<file path="config.mk">
export PLATFORM = sky130hd
export DESIGN_NAME = mem_access_stage_flat
export DESIGN_NICKNAME = d
export VERILOG_FILES = /design/src/rtl/mem_access_stage_if.sv /design/src/rtl/mem_access_stage.sv /design/src/flat_wrapper.sv
export SDC_FILE = /design/constraint.sdc
export NUM_CORES = 1
export LEC_CHECK = 0
export ABC_CLOCK_PERIOD_IN_PS = 4800
export BUFFER_PORTS_ARGS = -buffer_cell sky130_fd_sc_hd__buf_4
export CAP_MARGIN = 20
export CORE_ASPECT_RATIO = 0.7
export CORE_UTILIZATION = 35
export DETAILED_ROUTE_END_ITERATION = 7
export PLACE_DENSITY = 0.65
export SETUP_SLACK_MARGIN = 0.5
export SYNTH_ARGS = -nofsm -noshare
export SYNTH_HDL_FRONTEND = slang
export SYNTH_SLANG_ARGS = --single-unit
</file>
<file path="constraint.sdc">
create_clock -name clk -period 4.8 [get_ports clk]
set_input_delay 0.72 -clock clk [delete_from_list [all_inputs] [get_ports clk]]
set_output_delay 0.72 -clock clk [all_outputs]
set_load 0.03 [all_outputs]
</file>
<file path="src/rtl/mem_access_stage_if.sv">
// mem_access_stage_if: request/acknowledge port between the memory stage and data memory.
interface mem_access_stage_if;
  logic        mem_req;
  logic        mem_we;
  logic [31:0] mem_addr;
  logic [31:0] mem_wdata;
  logic        mem_ack;
  logic [31:0] mem_rdata;
  modport master (output mem_req, mem_we, mem_addr, mem_wdata, input mem_ack, mem_rdata);
  modport slave (input mem_req, mem_we, mem_addr, mem_wdata, output mem_ack, mem_rdata);
endinterface

</file>
<file path="src/rtl/mem_access_stage.sv">
// mem_access_stage: pipeline MEM stage driving a variable-latency data memory, stalling until done.
// Optional MEM_MISALIGN_CHECK_EN rejects accesses with ALU_out[1:0]!=0 without touching memory.
module mem_access_stage #(
  parameter int TIMEOUT = 16,
  parameter int CW = 8
) (
  input  logic                clk,
  input  logic                rst,
  input  logic [1:0]          MEM,
  input  logic [1:0]          WB,
  input  logic [31:0]         ALU_out,
  input  logic [31:0]         write_data,
  input  logic [4:0]          writeReg,
  mem_access_stage_if.master  mem,
  output logic                stall,
  output logic [1:0]          WB_o,
  output logic [31:0]         DM_out,
  output logic [31:0]         ALU_out_o,
  output logic [4:0]          writeReg_o,
  output logic                bus_err,
  output logic                misalign
);
  typedef enum logic [1:0] {IDLE, WAIT, DONE} state_t;
  state_t r_state, w_cur, w_next;
  logic [CW-1:0] r_cnt;
  logic [31:0] r_rdata;
  logic r_err, r_mis;
  logic w_op, w_mis, w_timeout;
  assign w_op = MEM[1] | MEM[0];
`ifdef MEM_MISALIGN_CHECK_EN
  assign w_mis = w_op & (|ALU_out[1:0]);
`else
  assign w_mis = 1'b0;
`endif
  assign w_timeout = r_cnt == CW'(TIMEOUT - 1);
  // reset forces the IDLE view so stall tracks op while rst is held
  assign w_cur = rst ? IDLE : r_state;
  assign ALU_out_o = ALU_out;
  assign writeReg_o = writeReg;
  always_comb begin
    w_next = w_cur;
    stall = 1'b0;
    WB_o = WB;
    DM_out = '0;
    bus_err = 1'b0;
    misalign = 1'b0;
    case (w_cur)
      IDLE: begin
        stall = w_op;
        WB_o = w_op ? 2'b00 : WB;
        w_next = w_mis ? DONE : w_op ? WAIT : IDLE;
      end
      WAIT: begin
        stall = 1'b1;
        WB_o = 2'b00;
        w_next = (mem.mem_ack || w_timeout) ? DONE : WAIT;
      end
      DONE: begin
        DM_out = r_rdata;
        WB_o = (r_err || r_mis) ? 2'b00 : WB;
        bus_err = r_err;
        misalign = r_mis;
        w_next = IDLE;
      end
      default: w_next = IDLE;
    endcase
  end
  always_ff @(posedge clk) begin
    if (rst) begin
      r_state <= IDLE;
      mem.mem_req <= 1'b0;
      mem.mem_we <= 1'b0;
      mem.mem_addr <= '0;
      mem.mem_wdata <= '0;
      r_cnt <= '0;
      r_rdata <= '0;
      r_err <= 1'b0;
      r_mis <= 1'b0;
    end else begin
      r_state <= w_next;
      case (r_state)
        IDLE: begin
          if (w_mis) begin
            r_rdata <= '0;
            r_mis <= 1'b1;
          end else if (w_op) begin
            mem.mem_addr <= ALU_out;
            mem.mem_wdata <= write_data;
            mem.mem_we <= MEM[0];
            mem.mem_req <= 1'b1;
            r_cnt <= '0;
          end
        end
        WAIT: begin
          // an ack arriving on the timeout cycle still completes the access
          if (mem.mem_ack) begin
            r_rdata <= mem.mem_we ? 32'h0 : mem.mem_rdata;
            mem.mem_req <= 1'b0;
            r_err <= 1'b0;
          end else if (w_timeout) begin
            r_rdata <= '0;
            mem.mem_req <= 1'b0;
            r_err <= 1'b1;
          end else begin
            r_cnt <= r_cnt + 1'b1;
          end
        end
        DONE: begin
          r_err <= 1'b0;
          r_mis <= 1'b0;
        end
        default: ;
      endcase
    end
  end
endmodule

</file>
<file path="src/flat_wrapper.sv">
// flat-port wrapper written by rule: the top's interface ports become plain ports
module mem_access_stage_flat 
#(
  parameter int TIMEOUT = 16,
  parameter int CW = 8
)
  (clk, rst, MEM, WB, ALU_out, write_data, writeReg, stall, WB_o, DM_out, ALU_out_o, writeReg_o, bus_err, misalign, mem_mem_req, mem_mem_we, mem_mem_addr, mem_mem_wdata, mem_mem_ack, mem_mem_rdata);
  mem_access_stage_if mem_i ();
  input  logic clk;
  input  logic rst;
  input  logic [1:0] MEM;
  input  logic [1:0] WB;
  input  logic [31:0] ALU_out;
  input  logic [31:0] write_data;
  input  logic [4:0] writeReg;
  output logic stall;
  output logic [1:0] WB_o;
  output logic [31:0] DM_out;
  output logic [31:0] ALU_out_o;
  output logic [4:0] writeReg_o;
  output logic bus_err;
  output logic misalign;
  output wire logic [$bits(mem_i.mem_req)-1:0] mem_mem_req;
  output wire logic [$bits(mem_i.mem_we)-1:0] mem_mem_we;
  output wire logic [$bits(mem_i.mem_addr)-1:0] mem_mem_addr;
  output wire logic [$bits(mem_i.mem_wdata)-1:0] mem_mem_wdata;
  input wire logic [$bits(mem_i.mem_ack)-1:0] mem_mem_ack;
  input wire logic [$bits(mem_i.mem_rdata)-1:0] mem_mem_rdata;
  assign mem_mem_req = mem_i.mem_req;
  assign mem_mem_we = mem_i.mem_we;
  assign mem_mem_addr = mem_i.mem_addr;
  assign mem_mem_wdata = mem_i.mem_wdata;
  assign mem_i.mem_ack = mem_mem_ack;
  assign mem_i.mem_rdata = mem_mem_rdata;
  mem_access_stage #(.TIMEOUT(TIMEOUT), .CW(CW)) u_core (.clk(clk), .rst(rst), .MEM(MEM), .WB(WB), .ALU_out(ALU_out), .write_data(write_data), .writeReg(writeReg), .mem(mem_i), .stall(stall), .WB_o(WB_o), .DM_out(DM_out), .ALU_out_o(ALU_out_o), .writeReg_o(writeReg_o), .bus_err(bus_err), .misalign(misalign));
endmodule
</file>
---- After elaboration in Yosys (flattened, before gate mapping) ----
Cells that the tools add are included.
W data, S select, Z words.
storage, ports and cells
  register bits after elaboration ......... 109
  input port bits ......................... 108
  output and inout bits ................... 140
  logic and storage cells ................. 54
cells by class
  add/subtract/negate cells ............... 1
  equal/unequal tests ..................... 9
  multiplexer cells ....................... 24
  bitwise logic cells ..................... 1
  reductions and logical operators ........ 11
operators with widths
  cell                   count
  $mux W32               4
  $mux W8                3
  $pmux W8 S2            1
  $add A8 B1 Y8 const B  1
  $eq A8 B4 Y1 const B   1
  $mux W2                4
  $mux W1                7
  $pmux W1 S2            3
  $pmux W2 S3            1
  $reduce_and A2 Y1      3
  $reduce_bool A2 Y1     3
  $eq A2 B1 Y1 const B   2
  $eq A2 B2 Y1 const B   2
  $logic_not A2 Y1       2
  $ne A2 B2 Y1 const B   2
  $pmux W2 S2            1
  $reduce_and A4 Y1      1
  $ne A3 B2 Y1 const B   1
  $reduce_and A3 Y1      1
  $ne A2 B1 Y1 const B   1
  $logic_or A1 B1 Y1     1
  $or A1 B1 Y1           1

---- Longest topological paths before layout ----
Gate-level depths: netlist of run 1.
  depth after elaboration ................. 4
  gate-level depth with buffers ........... 8
  depth with buffers taken out ............ 6

---- Least setup slack after synthesis of run 1 ----
No wires, ideal clock.
  path type ............................... input to output
  start point ............................. input rst
  end point ............................... output bus_err
  arrival ................................. 2.049 ns
  required time ........................... 4.080 ns
  path slack .............................. 2.031 ns
  stages .................................. 3
  path buffers ............................ 2
  cell sequence ........................... buf_2 -> clkbuf_1 -> nor4_1
on the way
  word-level cells in the longest chain between the ends .. 3
ends and longest elaborated chain
  item                line                    RTL
  start: declaration  flat_wrapper.sv:10      input logic rst;
  $mux W2             mem_access_stage.sv:37  assign w_cur = rst ? IDLE : r_state;
  $eq A2 B2 Y1        mem_access_stage.sv:47  case (w_cur)
  $mux W1             mem_access_stage.sv:47
  end: declaration    flat_wrapper.sv:21      output logic bus_err;
No other way between the ends.

---- Worst setup path after layout of run 1 ----
  start point ............................. input rst
  end point ............................... output WB_o[1]
on the way
  word-level cells in the longest chain between the ends .. 3
  elaborated cells between the ends (all ways) .. 5
  those cells by class .................... eq/ne (2); mux (2); reduce/logical (1)
ends and longest elaborated chain
  item                                        line                    RTL
  $mux W2 *                                   mem_access_stage.sv:37
  $eq A2 B2 Y1, or another cell as far along  mem_access_stage.sv:47
  $pmux W2 S3 *                               mem_access_stage.sv:47
  end: declaration                            flat_wrapper.sv:17      output logic [1:0] WB_o;
Mark *: on every way between the ends. The rest lies on a longest branch, timed or not.

==> results.sh, run 1 <==
export IMPL_synthTopCellsByArea="dfxtp_1 (48%), nand2_1 (11%), a21oi_1 (7.5%)"
export IMPL_worstSetupEndpointType="primary output"
export IMPL_critPathMaxFanout=72
export IMPL_hold_path_class="flop to flop"
export IMPL_grt_pass1_wl_mm=19.9
export IMPL_die_width_um=138
export IMPL_syn_avg_cell_area_um2=8.17
export IMPL_crit_path_cell_trace="buf_4 > inv_1 > o21ai_0 > a22oi_1 > nor2b_1 > buf_4"
export IMPL_worstPathBufferInverterCount=3
export IMPL_comb_power_share_pct=21.2
export IMPL_first_iter_violations=233
export IMPL_slew_viol_final=0
export IMPL_antenna_found_initial=0
export IMPL_required_ns=4.08
export IMPL_die_area_um2=13500
export IMPL_grt_max_degree=73
export IMPL_ctsRootBufferMaster="clkbuf_16"
export IMPL_htree_levels=3
export IMPL_drc=34
export IMPL_grt_setup_unrepaired="false"
export IMPL_post_route_util_pct=51.3
export IMPL_internal_power_mw=1.55
export IMPL_nets=847
export IMPL_grt_pass1_vias=4020
export IMPL_p_sw_mw=0.644
export IMPL_async_reset_ff_share_pct=0
export IMPL_setup_viol=0
export IMPL_postSynthCellCount=557
export IMPL_crit_top_cell="buf_4"
export IMPL_relSlewSlack_pct=51.7
export IMPL_gp_congestion=0.805
export IMPL_viasPerCell=4.74
export IMPL_path_delay_family="buffers and inverters"
export IMPL_timing_final_crit_share_pct=58.0
export IMPL_firstDrtPassIters=7
export IMPL_ys_ff_latch=109
export IMPL_syn_nets=669
export IMPL_yosysTopAreaCell="dfxtp_1"
export IMPL_violations="DRC"
export IMPL_placed_cell_area_um2=6140
export IMPL_holdWs_ns=0.456
export IMPL_synth_edf_count=0
export IMPL_ys_seq_area_share_pct=48.0
export IMPL_timing_final_ws_setup_ns=2.01
export IMPL_clock_skew_ns=0.00793
export IMPL_instances_no_fill=902
export IMPL_cts_buffers=9
export IMPL_routedWlPerCell_um=13.8
export IMPL_port_buffers=236
export IMPL_worstPathArrival_ns=2.07
export IMPL_slowest_stage="buf_4"
export IMPL_synth_top_cell_area_share_pct=48.0
export IMPL_num_vias=4279
export IMPL_core_area_um2=12500
export IMPL_irDropWorstVdd_mv=0.171
export IMPL_grt_total_usage_pct=18.1
export IMPL_drive_above_1_share_pct=36.6
export IMPL_cap_violations=0
export IMPL_p_per_area_nw_per_um2=341
export IMPL_sw_frac_of_total_pct=29.3
export IMPL_synthTopCellsByCount="nand2_1 (139), dfxtp_1 (109), a21oi_1 (68)"
export IMPL_overflow=0
export IMPL_synth_most_common_cell="nand2_1"
export IMPL_place_inst=886
export IMPL_post_cts_buffers=0
export IMPL_hold_viol_final=0
export IMPL_routed_wl_mm=12.4
export IMPL_dp_hpwl_mm=9.03
export IMPL_criticalPathCategory="input port to primary output"
export IMPL_antenna_left=0
export IMPL_cts_resized=0
export IMPL_synth_area_um2=4550
export IMPL_die_y_um=97.4
export IMPL_clock_fmax_mhz=359
export IMPL_postCtsHoldBufs=0
export IMPL_area_growth_syn_to_layout_pct=41.5
export IMPL_start_util_pct=36.3
export IMPL_io_pins=248
export IMPL_path_clk_slew_ns=0.07
export IMPL_antenna_cells=0
export IMPL_slowest_delay_ns=0.56
export IMPL_p_seq_share_pct=45.3
export IMPL_clock_path_buffers=2
export IMPL_yosysWarnings=0
export IMPL_cts_sinks=109
export IMPL_design_area_um2=6440
export IMPL_tritoncts="done"
export IMPL_pre_cts_ws_ns=1.99
export IMPL_clkPwrFrac_pct=33.4
export IMPL_status="finished with violations"
export IMPL_total_leakage_power_nw=2.92
export IMPL_synth_cell_types=45
export IMPL_num_rows=34
export IMPL_tns_ns=0
export IMPL_clock_latency_ns=0.34
export IMPL_worstSetupStartpointType="input port"
export IMPL_synth_flop_cell="dfxtp_1"
export IMPL_tightest_slew_ns=0.724
export IMPL_p_total_mw=2.20
export IMPL_period_needed_ns=2.79
cells by family after synthesis:
family	share of synthesized area (%)
buf+inv	10.7
other cells	0.0824
mux	0.247
flops	48.0
compound gates	17.4
fa+ha+maj	1.10
simple gates	22.6
metal layers:
metal / vias up / routed length [µm] / GRT usage, %
li1: 2159 / - / -
met1: 1941 / 5410 / 22.3
met2: 170 / 5950 / 30.5
met3: 9 / 1010 / 6.21
met4: 0 / 78 / 4.06
met5: - / 0 / 0
flip-flops by register name, summed over array words and instances (netlist names):
signal,cells
u_core.mem.mem_addr,32
u_core.mem.mem_req,1
u_core.mem.mem_wdata,32
u_core.r_cnt,8
u_core.mem.mem_we,1
u_core.r_state,2
u_core.r_err,1
u_core.r_rdata,32
cells in the final DEF (no fill, tap or decap), drive strengths merged, types with 5 or more instances in the layout:
cell type and count:
clkbuf 9, inv 9, a22oi 33, nor3 5, nor2 37, a21oi 69, nand3 5, nand2 139
o21ai 5, nor2b 6, dfxtp 109, and2 32, buf 242
power groups by stage:
stage	Combinational [mW]	Clock, mW	Sequential, mW
2_1_floorplan	0.216	0	1.09
3_3_place_gp	0.463	0	1.02
3_5_place_dp	0.470	0	1.02
4_1_cts	0.470	0.762	0.996
5_1_grt	0.503	0.799	1.00
6_report	0.467	0.734	0.996
cell type report:
cell class,count,area (µm²)
tap,162,203
inverter,8,30.0
clock buffer,9,225
clock inverter,7,73.8
timing repair buffer,242,1820
sequential,109,2180
fill,1209,6110
multi-input combinational,365,1910
worst paths after layout:
| kind | startpoint | end | slack (ns) | cells after the start |
|---|---|---|---|---|
| worst min register to register | u_core.mem.mem_wdata[7] | u_core.mem.mem_wdata[7] | 0.46 | 2 |
| worst max-delay path | rst | WB_o[1] | 2.01 | 6 |
| worst max register to register | u_core.r_state[0] | u_core.r_cnt[2] | 2.65 | 6 |
| worst min-delay path | u_core.mem.mem_wdata[7] | u_core.mem.mem_wdata[7] | 0.46 | 2 |
worst register-to-register path, cell delays in order (launching register included):
cell,delay (ns)
dfxtp_1,0.41
inv_1,0.14
ha_1,0.30
or3b_2,0.52
o21a_1,0.25
a311oi_2,0.31
a31o_1,0.15
(Power assumes the default switching activity.)
==> run 2, diff against run 1 <==
--- a/config.mk
+++ b/config.mk
@@ -5,13 +5,14 @@
 export SDC_FILE = /design/constraint.sdc
 export NUM_CORES = 1
 export LEC_CHECK = 0
-export ABC_CLOCK_PERIOD_IN_PS = 4800
+export ABC_AREA = 1
+export ABC_CLOCK_PERIOD_IN_PS = 2350
 export BUFFER_PORTS_ARGS = -buffer_cell sky130_fd_sc_hd__buf_4
 export CAP_MARGIN = 20
 export CORE_ASPECT_RATIO = 0.7
 export CORE_UTILIZATION = 35
 export DETAILED_ROUTE_END_ITERATION = 7
-export PLACE_DENSITY = 0.65
+export PLACE_DENSITY = 0.66
 export SETUP_SLACK_MARGIN = 0.5
 export SYNTH_ARGS = -nofsm -noshare
 export SYNTH_HDL_FRONTEND = slang
==> constraint.sdc (replaced) <==
create_clock -name clk -period 2.35 [get_ports clk]
set_input_delay 0.3525 -clock clk [delete_from_list [all_inputs] [get_ports clk]]
set_output_delay 0.3525 -clock clk [all_outputs]
set_load 0.03 [all_outputs]
==> results.sh, run 2 <==
export IMPL_nets=953
export IMPL_io_pins=248
export IMPL_synth_most_common_cell="nor2_1"
export IMPL_nFillCells=1405
export IMPL_hold_viol_final=0
export IMPL_min_delay_start="ALU_out[23]"
export IMPL_gp_congestion=0.819
export IMPL_antenna_found_initial=0
export IMPL_slew_viol_final=0
export IMPL_required_ns=2.00
export IMPL_p_total_mw=5.01
export IMPL_drive_above_1_share_pct=41.4
export IMPL_total_leakage_power_nw=3.10
export IMPL_grt_max_degree=67
export IMPL_tritoncts="done"
export IMPL_yosysWarnings=0
export IMPL_cap_violations=0
export IMPL_grt_pass1_wl_mm=20.1
export IMPL_min_to="u_core.mem.mem_addr[23]"
export IMPL_port_buffers=236
export IMPL_tns_ns=0
export IMPL_dp_hpwl_mm=9.37
export IMPL_final_common_cell="buf_4"
export IMPL_worst_r2r_cell_count=7
export IMPL_r2r_end="u_core.r_rdata[31]"
export IMPL_worstSetupEndpointType="primary output"
export IMPL_core_area_um2=14000
export IMPL_synth_edf_count=0
export IMPL_regToRegStartpoint="u_core.r_state[1]"
export IMPL_die_area_um2=14900
export IMPL_path_clk_slew_ns=0.07
export IMPL_critPathMaxFanout=16
export IMPL_clock_latency_ns=0.34
export IMPL_tightest_slew_ns=0.579
export IMPL_setup_viol=0
export IMPL_relSlewSlack_pct=61.4
export IMPL_first_iter_violations=239
export IMPL_synth_cell_types=29
export IMPL_yosysTopAreaCell="dfxtp_1"
export IMPL_ctsRootBufferMaster="clkbuf_16"
export IMPL_synth_area_um2=5050
export IMPL_worstSetupStartpointType="flop"
export IMPL_cts_buffers=9
export IMPL_reg_top3="u_core.mem.mem_addr: 32 flops, u_core.mem.mem_wdata: 32 flops, u_core.r_rdata: 32 flops"
export IMPL_holdWs_ns=0.257
export IMPL_criticalPathCategory="flop to primary output"
export IMPL_irDropWorstVdd_mv=0.541
export IMPL_hold_path_class="input port to flop"
export IMPL_timing_final_crit_share_pct=76.1
export IMPL_ys_seq_area_share_pct=43.2
export IMPL_synth_flop_cell="dfxtp_1"
export IMPL_routedWlPerCell_um=13.2
export IMPL_ys_ff_latch=109
export IMPL_grt_total_usage_pct=16.8
export IMPL_async_reset_ff_share_pct=0
export IMPL_syn_nets=773
export IMPL_cts_sinks=109
export IMPL_holdPathStages=3
export IMPL_grt_setup_unrepaired="true"
export IMPL_period_needed_ns=1.79
export IMPL_syn_avg_cell_area_um2=7.65
export IMPL_synth_top_cell_area_share_pct=43.2
export IMPL_die_width_um=146
export IMPL_start_util_pct=36.1
export IMPL_num_rows=36
export IMPL_reg2reg_slack_ns=0.65
export IMPL_routed_wl_mm=13.6
export IMPL_status="finished clean"
export IMPL_htree_levels=3
export IMPL_area_growth_syn_to_layout_pct=40.0
export IMPL_antenna_left=0
export IMPL_clock_skew_ns=0.00987
export IMPL_num_vias=4642
export IMPL_synthTopCellsByArea="dfxtp_1 (43%), nor2_1 (14%), buf_4 (6.4%)"
export IMPL_worstPathArrival_ns=1.44
export IMPL_antenna_cells=0
export IMPL_viasPerCell=4.48
export IMPL_p_per_area_nw_per_um2=709
export IMPL_postSynthCellCount=661
export IMPL_overflow=0
export IMPL_firstDrtPassIters=6
export IMPL_clock_path_buffers=2
export IMPL_most_common_layout_cells="buf_4 (241), nor2_1 (180), dfxtp_1 (108)"
export IMPL_synthTopCellsByCount="nor2_1 (188), dfxtp_1 (109), nand2_1 (62)"
export IMPL_drc=0
export IMPL_die_y_um=103
export IMPL_grt_pass1_vias=4036
export IMPL_clock_fmax_mhz=559
[run 2: final cells by class]
type / count / area, µm² / share of cell area (%)
Sequential cell: 109 / 2190 / 30.9
Multi-Input combinational cell: 417 / 2180 / 30.8
Timing Repair Buffer: 248 / 1950 / 27.6
Clock buffer: 10 / 239 / 3.38
Tap cell: 190 / 238 / 3.36
Inverter: 56 / 215 / 3.04
Clock inverter: 6 / 68.8 / 0.973
[run 2: repair_timing]
| item | 4_1_cts | 5_1_grt |
|---|---|---|
| pin swaps | 1 | 1 |
| setup endpoints to repair | 35 | 73 |
| setup buffers | 1 | 0 |
| gates resized for setup | 7 | 16 |
| cloned | 0 | 2 |
| hold buffers | 0 | 0 |
[run 2: cells by family after synthesis]
kind of cell             share of synthesized area (%)
other                                           0.0742
flip-flops                                        43.2
adder cells (fa/ha/maj)                          0.990
AO/OA/AOI/OAI                                     13.6
AND/OR/NAND/NOR                                   27.3
buffers and inverters                             14.9
[run 2: through the flow]
step           util (%)  cells  instance area, µm²  worst slack [ns]
6_report           50.5   1036                7070             0.561
5_1_grt            50.5   1036                7070             0.476
4_1_cts            49.8   1034                6970             0.493
3_5_place_dp       47.4   1017                6630             0.539
3_3_place_gp       47.4   1017                6630             0.555
2_1_floorplan         -    661                5050             0.590
[run 2: worst max-delay path, cell delays in order, from the launching register on]
cell and delay (ns):
dfxtp_4 0.37, inv_2 0.06, nor2_4 0.11, nand2_4 0.10
clkbuf_16 0.19, nor2_2 0.10, buf_4 0.16
[run 2: layer usage]
layer / share of wire (%) / GRT usage [%]
met5: 0 / 0
met4: 1.1 / 4.94
met3: 7.3 / 5.35
met2: 45 / 26.7
met1: 47 / 22.0
[run 2: where the power goes]
group,internal [mW],switching (mW)
Combinational,0.512,0.824
Clock,0.864,0.691
Sequential,2.02,0.0999
Total,3.40,1.62
[run 2: worst max path at each step]
stage / from / slack (ns) / depth (start not counted) / to
5_1_grt: u_core.r_state[1] / 0.48 / 6 / DM_out[17]
4_1_cts: u_core.r_state[1] / 0.49 / 6 / DM_out[6]
6_report: u_core.r_state[1] / 0.56 / 6 / DM_out[11]
3_3_place_gp: MEM[0] / 0.55 / 10 / u_core.r_cnt[6]
2_1_floorplan: rst / 0.59 / 5 / DM_out[10]
3_5_place_dp: MEM[0] / 0.54 / 10 / u_core.r_cnt[7]
